### config.mk
export PLATFORM = sky130hd
export DESIGN_NAME = ps2_key_decoder
export DESIGN_NICKNAME = d
export VERILOG_FILES = /design/src/rtl/ps2_key_decoder.sv
export SDC_FILE = /design/constraint.sdc
export NUM_CORES = 1
export LEC_CHECK = 0
export ABC_AREA = 1
export CORE_ASPECT_RATIO = 0.75
export CORE_MARGIN = 2
export CORE_UTILIZATION = 68
export CTS_CLUSTER_DIAMETER = 60
export DETAILED_ROUTE_END_ITERATION = 16
export DONT_BUFFER_PORTS = 1
export PLACE_DENSITY = 0.88
export SYNTH_ARGS = -nofsm -noshare
export SYNTH_HDL_FRONTEND = slang
export SYNTH_SLANG_ARGS = --single-unit
### constraint.sdc
create_clock -name clk -period 6.6 [get_ports clk]
set_input_delay 0 -clock clk [delete_from_list [all_inputs] [get_ports clk]]
set_output_delay 0 -clock clk [all_outputs]
set_load 0.005 [all_outputs]
### src/rtl/ps2_key_decoder.sv
// PS/2 set-2 key event decoder: resolves E0/F0/E1 prefixes, tracks modifiers, queues makes in a FWFT FIFO.
// Optional caps-lock tracking is enabled by defining KBD_CAPS_EN.
module ps2_key_decoder #(
  parameter int unsigned FIFO_AW = 3
) (
  input  logic       clk,
  input  logic       rst_n,
  input  logic [7:0] rx_data,
  input  logic       rx_valid,
  input  logic       rx_err,
  input  logic       key_rd,
  output logic       key_valid,
  output logic [7:0] key_sc,
  output logic       key_extend,
  output logic       key_shift,
  output logic       key_ctrl,
  output logic       key_alt,
  output logic       overflow
);

  localparam int unsigned Depth = 1 << FIFO_AW;
  localparam logic [FIFO_AW:0]   DepthCnt = (FIFO_AW + 1)'(Depth);
  localparam logic [FIFO_AW:0]   CntOne   = (FIFO_AW + 1)'(1);
  localparam logic [FIFO_AW-1:0] PtrOne   = FIFO_AW'(1);

  // {ext, scancode} keys for the modifier table
  localparam logic [8:0] KeyLshift = 9'h012;
  localparam logic [8:0] KeyRshift = 9'h059;
  localparam logic [8:0] KeyLctrl  = 9'h014;
  localparam logic [8:0] KeyLalt   = 9'h011;
  localparam logic [8:0] KeyRctrl  = 9'h114;
  localparam logic [8:0] KeyRalt   = 9'h111;
  localparam logic [8:0] KeyFakeL  = 9'h112;
  localparam logic [8:0] KeyFakeR  = 9'h159;

  localparam int unsigned ModLshift = 0;
  localparam int unsigned ModRshift = 1;
  localparam int unsigned ModLctrl  = 2;
  localparam int unsigned ModRctrl  = 3;
  localparam int unsigned ModLalt   = 4;
  localparam int unsigned ModRalt   = 5;

  typedef enum logic [2:0] {StIdle, StE0, StF0, StE0F0, StSkip} state_e;

  state_e      state_q, state_d;
  logic [2:0]  skip_q, skip_d;
  logic [5:0]  mod_q, mod_d;
  logic        push_q, push_d;
  logic [11:0] entry_q, entry_d;
  logic        overflow_q, overflow_d;
  logic        mk, brk, ext, shift_snap;
`ifdef KBD_CAPS_EN
  logic        caps_q, caps_d;

  function automatic logic is_letter(input logic [7:0] sc);
    case (sc)
      8'h15, 8'h1A, 8'h1B, 8'h1C, 8'h1D, 8'h21, 8'h22, 8'h23, 8'h24, 8'h2A, 8'h2B, 8'h2C, 8'h2D,
      8'h31, 8'h32, 8'h33, 8'h34, 8'h35, 8'h3A, 8'h3B, 8'h3C, 8'h42, 8'h43, 8'h44, 8'h4B,
      8'h4D:   return 1'b1;
      default: return 1'b0;
    endcase
  endfunction
`endif

  always_comb begin
    state_d = state_q;
    skip_d  = skip_q;
    mod_d   = mod_q;
    push_d  = 1'b0;
    entry_d = entry_q;
    mk      = 1'b0;
    brk     = 1'b0;
    ext     = 1'b0;
    shift_snap = mod_q[ModLshift] | mod_q[ModRshift];
`ifdef KBD_CAPS_EN
    caps_d = caps_q;
    if (is_letter(rx_data)) shift_snap = shift_snap ^ caps_q;
`endif
    if (rx_err) begin
      state_d = StIdle;
      skip_d  = '0;
    end else if (rx_valid) begin
      case (state_q)
        StIdle: begin
          case (rx_data)
            8'hE0: state_d = StE0;
            8'hF0: state_d = StF0;
            8'hE1: begin
              state_d = StSkip;
              skip_d  = 3'd7;
            end
            8'hFA, 8'hAA, 8'hEE, 8'hFE, 8'h00, 8'hFF: state_d = StIdle;
            default: mk = 1'b1;
          endcase
        end
        StE0: begin
          if (rx_data == 8'hF0) begin
            state_d = StE0F0;
          end else begin
            state_d = StIdle;
            mk      = 1'b1;
            ext     = 1'b1;
          end
        end
        StF0: begin
          state_d = StIdle;
          brk     = 1'b1;
        end
        StE0F0: begin
          state_d = StIdle;
          brk     = 1'b1;
          ext     = 1'b1;
        end
        StSkip: begin
          skip_d = skip_q - 3'd1;
          if (skip_q <= 3'd1) state_d = StIdle;
        end
        default: state_d = StIdle;
      endcase
    end

    if (mk || brk) begin
      case ({ext, rx_data})
        KeyLshift: mod_d[ModLshift] = mk;
        KeyRshift: mod_d[ModRshift] = mk;
        KeyLctrl:  mod_d[ModLctrl]  = mk;
        KeyRctrl:  mod_d[ModRctrl]  = mk;
        KeyLalt:   mod_d[ModLalt]   = mk;
        KeyRalt:   mod_d[ModRalt]   = mk;
        KeyFakeL, KeyFakeR: begin
        end
        default: begin
          if (mk) begin
            push_d  = 1'b1;
            entry_d = {rx_data, ext, shift_snap, mod_q[ModLctrl] | mod_q[ModRctrl],
                       mod_q[ModLalt] | mod_q[ModRalt]};
`ifdef KBD_CAPS_EN
            if (!ext && rx_data == 8'h58) caps_d = ~caps_q;
`endif
          end
        end
      endcase
    end
  end

  // FIFO bookkeeping; the registered event is written one cycle after its byte
  logic [11:0]        mem [Depth];
  logic [FIFO_AW-1:0] wr_ptr_q, rd_ptr_q;
  logic [FIFO_AW:0]   count_q, count_d;
  logic               do_push, do_pop, full;

  always_comb begin
    full       = (count_q == DepthCnt);
    do_pop     = key_rd && (count_q != '0);
    do_push    = push_q && (!full || do_pop);
    overflow_d = push_q && full && !do_pop;
    count_d    = count_q;
    if (do_push && !do_pop) count_d = count_q + CntOne;
    else if (do_pop && !do_push) count_d = count_q - CntOne;
  end

  always_ff @(posedge clk or negedge rst_n) begin
    if (!rst_n) begin
      state_q    <= StIdle;
      skip_q     <= '0;
      mod_q      <= '0;
      push_q     <= 1'b0;
      entry_q    <= '0;
      overflow_q <= 1'b0;
      wr_ptr_q   <= '0;
      rd_ptr_q   <= '0;
      count_q    <= '0;
`ifdef KBD_CAPS_EN
      caps_q     <= 1'b0;
`endif
    end else begin
      state_q    <= state_d;
      skip_q     <= skip_d;
      mod_q      <= mod_d;
      push_q     <= push_d;
      entry_q    <= entry_d;
      overflow_q <= overflow_d;
      count_q    <= count_d;
      if (do_push) wr_ptr_q <= wr_ptr_q + PtrOne;
      if (do_pop) rd_ptr_q <= rd_ptr_q + PtrOne;
`ifdef KBD_CAPS_EN
      caps_q     <= caps_d;
`endif
    end
  end

  always_ff @(posedge clk) begin
    if (do_push) mem[wr_ptr_q] <= entry_q;
  end

  assign key_valid = (count_q != '0);
  assign overflow  = overflow_q;
  // Gate the head so outputs read zero while empty (memory itself is not reset)
  assign {key_sc, key_extend, key_shift, key_ctrl, key_alt} =
      key_valid ? mem[rd_ptr_q] : 12'h000;

endmodule

-- Yosys cells after proc, flatten, opt, wreduce, memory -nomap -nowiden
Memories as Yosys holds them, arrays and structs flattened.
Index checks and enable logic that the tools add are counted.
- output and inout bits: 14
- bits of input ports: 13
- word-level logic and storage cells: 108
- memories kept: 1
- register bits after elaboration: 36
- memory bits (writable): 96
- bitwise gates (word level): 4
- $add $sub $neg: 5
- equality and inequality tests: 24
- muxes and demuxes: 29
- magnitude comparators: 1
- reductions and logical operators: 30
- memory list (name ; depth ; bits a word ; rd ports ; clocked after memory_dff ; wr ports ; line ; RTL):
    mem ; 8 ; 12 ; 1 ; 0 ; 1 ; 147 ; logic [11:0] mem [Depth];
- operators by type and width (kind ; count):
    $eq 8x8->1 const B ; 8
    $eq 9x9->1 const B ; 4
    $eq 9x5->1 const B ; 3
    $mux 3 ; 6
    $mux 1 ; 14
    $mux 12 ; 1
    $pmux 3 s4 ; 1
    $reduce_and 2->1 ; 6
    $eq 9x7->1 const B ; 1
    $pmux 3 s3 ; 1
    $reduce_and 3->1 ; 3
    $reduce_or 9->1 ; 1
    $logic_not 8->1 ; 1
    $mux 4 ; 2
    $reduce_or 8->1 ; 1
    $add 3x1->3 const B ; 2
    $eq 3x2->1 const B ; 2
    $logic_and 1x1->1 ; 6
    $ne 6x3->1 const B ; 1
    $pmux 3 s2 ; 1
    $reduce_or 6->1 ; 1
    $add 4x1->4 const B ; 1
    $eq 4x4->1 const B ; 1
    $pmux 1 s2 ; 2
    other kinds (17) ; 23

-- Depth between registers and ports, before layout
- word-level depth: 9
- gate-level depth with buffers: 14
- depth with buffers taken out: 14

-- Worst setup path after synthesis
No wires, ideal clock.
- kind: reg-to-reg
- start: register count_q[0]
- end: register count_q[3]
- required time: 6475 ps
- arrival time: 1949 ps
- library setup time: 125 ps
- path slack: 4526 ps
- path buffers: 0
- stages on the path, launching flop included: 15
- cells stage by stage: dfrtp_1 -> nor2_1 -> nand2_1 -> nor2_1 -> nor2_1 -> inv_1 -> ha_1 -> inv_1 -> ha_1 -> a21o_1 -> a21oi_1 -> nand2_1 -> nand2_1 -> nor2_1 -> xor2_1
- cells in the longest elaborated chain, start to end: 7
- elaborated cells on any way between the ends: 15
- those cells by class: add/sub (2); eq/ne (1); mux (2); reduce/logical (10)
- RTL lines (what ; line ; RTL):
    from (decl) ; 149 ; logic [FIFO_AW:0] count_q, count_d;
    from (signal assigned) ; 183 ; count_q <= count_d;
    branches (longest 7 deep; another with $sub 4x1->4) ; - ;
Several ways; the timed one is not identified. The select of a mux whose other input is x is not followed.
A chain may end at the register's enable or synchronous reset.

-- Final worst setup path
- start: register rd_ptr_q[1]
- end: output key_extend
- cells in the longest elaborated chain, start to end: 2
- RTL lines (what ; line ; RTL):
    from (decl) ; 148 ; logic [FIFO_AW-1:0] wr_ptr_q, rd_ptr_q;
    from (signal assigned) ; 185 ; if (do_pop) rd_ptr_q <= rd_ptr_q + PtrOne;
    $mem_v2 8x12 ; - ;
    $mux 12 ; 200 ; key_valid ? mem[rd_ptr_q] : 12'h000;
    to (decl) ; 14 ; output logic key_extend,
Every way passes these cells.

==> metrics.txt <==
outcome finished clean; Synth area leaders edfxtp_1 (50%), dfrtp_1 (15%), nor2_1 (6.8%); HPWL Detailed 8.084 mm; Core Area 8382 um^2; Die X around 110 um; area used by multi-input combinational logic 1783 um^2; post_cts resized 0; ANT cells 0; Critical Path RT about 6600 ps; top_reg_cell synth edfxtp_1; Synth top area share about half; GP Congestion 0.9364; GRT overflow 0; FF-to-FF End count_q[3]$_DFFE_PN0P_; Layout area overhead 12.81%; Max Cap Viol 0; final hold vios 0; count of cell types in the netlist 33; H-tree Lvls 4; Crit. End Element output port; antenna violations before repair 0; hold path cells 4; Tcrit/Tclk final a little over two fifths; crit path cell chain inv_1 -> o21ai_0 -> o22ai_1 -> o21ai_0 -> a31oi_1; fin nets about 590; fraction of registers with async set/reset 27.27%; Initial Util 69.35%; worst-margin pin slew between 1000 and 1500 ps; I/O pin count 27; worst stage delay on the critical path 780 ps; Root Buffer clkbuf_16; wire per inst 18.89 um; Clock Sinks 132; worst hold path type in -> reg; Die Y ~84 um; share of post-route cells with drive strength above 1 9.044%; die area 9312 um^2; DR vias between 4,000 and 5,000; cell mode on critical path o21ai_0; routed wire length 13.11 mm; Slew Limit Headroom ~16%; Synth warnings 0; CP Max Fanout 26; R2R setup slack a little over 4000 ps; leakage power 2.577 nW; Setup TNS Final 0 ps; Seq/Total Area, Yosys 65.09%; sink of the worst hold path mod_q[0]$_DFFE_PN0P_; hold-fix buffers at CTS 15; global-route wire length before repair about 21 mm; Storage cell area ~3800 um^2; number of synthesized register bits 132; first-pass iteration count of the detailed router 7; drt drc 0; Slew Limit Fails 0; # port buffers 0; crit path DAT 2800 ps; shortest period the worst path allows 2804 ps; Final Skew 5.993 ps; Final Non-Filler Cells a little under 700; hold_sp rx_data[1]; Iter 0 DRT Violations 439; Total Routing Usage GR roughly 30%; maximum buffer depth of the clock tree 2; CP Launch Type flip-flop; row count 29; Worst-Skew Late Latency 420 ps; number of global-route vias before repair 4,268; reg2reg start count_q[1]$_DFFE_PN0P_; EDFF count, synth 96; Vias/cell 6.115; Worst-path clk slew 60 ps; Post-Syn Area slightly below 6000 um^2; Mapped Nets 580; cell with the largest stage delay on the worst path inv_1; RSZ-0062 raised after global routing false; Reg2Reg Depth 12; leading area contributor after synthesis edfxtp_1; Routed Antenna Nets 0; placed insts between 600 and 700; maximum vdd drop 0.0003105 V; CTS tree yes; critical path type reg -> out; largest net degree at the start of global routing 52; endpoints failing setup 0; FILL cells 479; Post-Synthesis Cells 559; cts bufs inserted 17; Power Dens Cells 398.1 nW/um^2; fmax 356.6 MHz; Post-CTS Setup Bufs 0; Synth Area per Inst 10.40 um^2
-- cells in the mapped netlist, types with 3 or more instances --
cell type / n
buf_2: 5
inv_2: 5
xor2_1: 5
o21ai_1: 7
dfrtp_1: 36
a21oi_1: 3
edfxtp_1: 96
a31oi_1: 12
ha_1: 7
o21ai_0: 76
nor2_2: 6
nand3_1: 10
nor3_1: 3
nand2_1: 88
nand4_1: 16
clkbuf_1: 12
or2_2: 4
o22ai_1: 12
nor2_1: 106
inv_1: 34
-- logic make-up (layout without fill, tap and decap cells) --
kind of cell | Yosys count | count (layout) | synth area share [%]
AO/OA/AOI/OAI | 112 | 112 | 10.27
XOR/XNOR | 7 | 7 | 1.055
AND/OR/NAND/NOR | 240 | 240 | 17.50
flip-flops | 132 | 132 | 65.09
buffers and inverters | 60 | 87 | 4.240
adder cells (fa/ha/maj) | 8 | 8 | 1.851
-- cell usage in the layout, fill, tap and decap left out --
cell / synthesis / routed
nor2_2: 6 / 6
xnor2_1: 2 / 2
nand3_2: 1 / 1
nand3_1: 10 / 10
nand4_1: 16 / 16
clkinv_2: 0 / 6
buf_12: 0 / 1
a21oi_1: 3 / 3
a31oi_1: 12 / 12
nor2_1: 106 / 106
clkbuf_8: 0 / 2
a21o_1: 1 / 1
ha_1: 7 / 7
nor2_4: 1 / 1
clkbuf_16: 0 / 18
edfxtp_1: 96 / 96
or2_2: 4 / 4
nand2_1: 88 / 88
o21ai_1: 7 / 7
buf_4: 2 / 1
clkbuf_1: 12 / 3
clkinvlp_4: 0 / 3
inv_2: 5 / 5
nand2_4: 1 / 1
inv_1: 34 / 34
xor2_1: 5 / 5
a21oi_2: 1 / 1
dlygate4sd3_1: 0 / 14
nor3_2: 1 / 1
nand2_2: 2 / 2
fa_1: 1 / 1
o21ai_0: 76 / 76
nor4_1: 1 / 1
dfrtp_1: 36 / 36
o22ai_1: 12 / 12
nor3_1: 3 / 3
-- critical path, delay by kind of cell (launching register included) --
kind	cells	cell delay [ps]
flip-flops	1	700
buffers and inverters	1	780
AO/OA/AOI/OAI	4	910
-- flip-flops by register name (all words and copies together), names as in the netlist --
signal    count
mem          96
entry_q      12
mod_q         6
count_q       4
rd_ptr_q      3
skip_q        3
state_q       3
wr_ptr_q      3
overflow      1
push_q        1
-- worst max-delay path by stage --
stage                                  from                      to  slack (ps)
floorplan            count_q[0]$_DFFE_PN0P_  count_q[3]$_DFFE_PN0P_        4530
global placement     count_q[0]$_DFFE_PN0P_     mem[4][6]$_DFFE_PP_        4370
finish              rd_ptr_q[1]$_DFFE_PN0N_              key_extend        3800
CTS                 rd_ptr_q[1]$_DFFE_PN0N_              key_extend        3880
detailed placement   count_q[0]$_DFFE_PN0P_  count_q[3]$_DFFE_PN0P_        4210
global route        rd_ptr_q[1]$_DFFE_PN0N_               key_sc[2]        3690
-- routing by layer --
layer / track usage [%] / up-vias / routed length, um
li1: - / 1960 / -
met1: 39.23 / 2007 / 5259
met2: 47.13 / 242 / 6320
met3: 9.586 / 35 / 1228
met4: 13.41 / 0 / 302
met5: 0 / - / 0
-- metrics by stage --
step / setup WS (ps) / util (%) / hold slack (ps) / power [mW] / instance area, um^2
finish: 3796 / 78.24 / 19.68 / 2.610 / 6558
global route: 3689 / 78.24 / 39.73 / 2.726 / 6558
CTS: 3875 / 78.24 / 7.080 / 2.590 / 6558
detailed placement: 4209 / 69.86 / -294.8 / 1.721 / 5856
global placement: 4368 / 69.86 / -294.9 / 1.679 / 5856
floorplan: 4526 / - / -295.6 / 1.541 / 5813
-- power breakdown --
group / total, mW / internal [mW] / switching, mW
Sequential: 1.08 / 0.993 / 0.0894
Clock: 0.858 / 0.517 / 0.340
Combinational: 0.670 / 0.202 / 0.468
Total: 2.61 / 1.71 / 0.898
-- final cells by class --
type	instances	share of cell area, %
Clock buffer	23	7.460
Sequential cell	132	57.70
Multi-Input combinational cell	367	27.19
Timing Repair Buffer	16	2.557
Clock inverter	9	0.8014
Inverter	39	2.232
Tap cell	108	2.061
No activity file was read; power rests on OpenSTA's default activity.
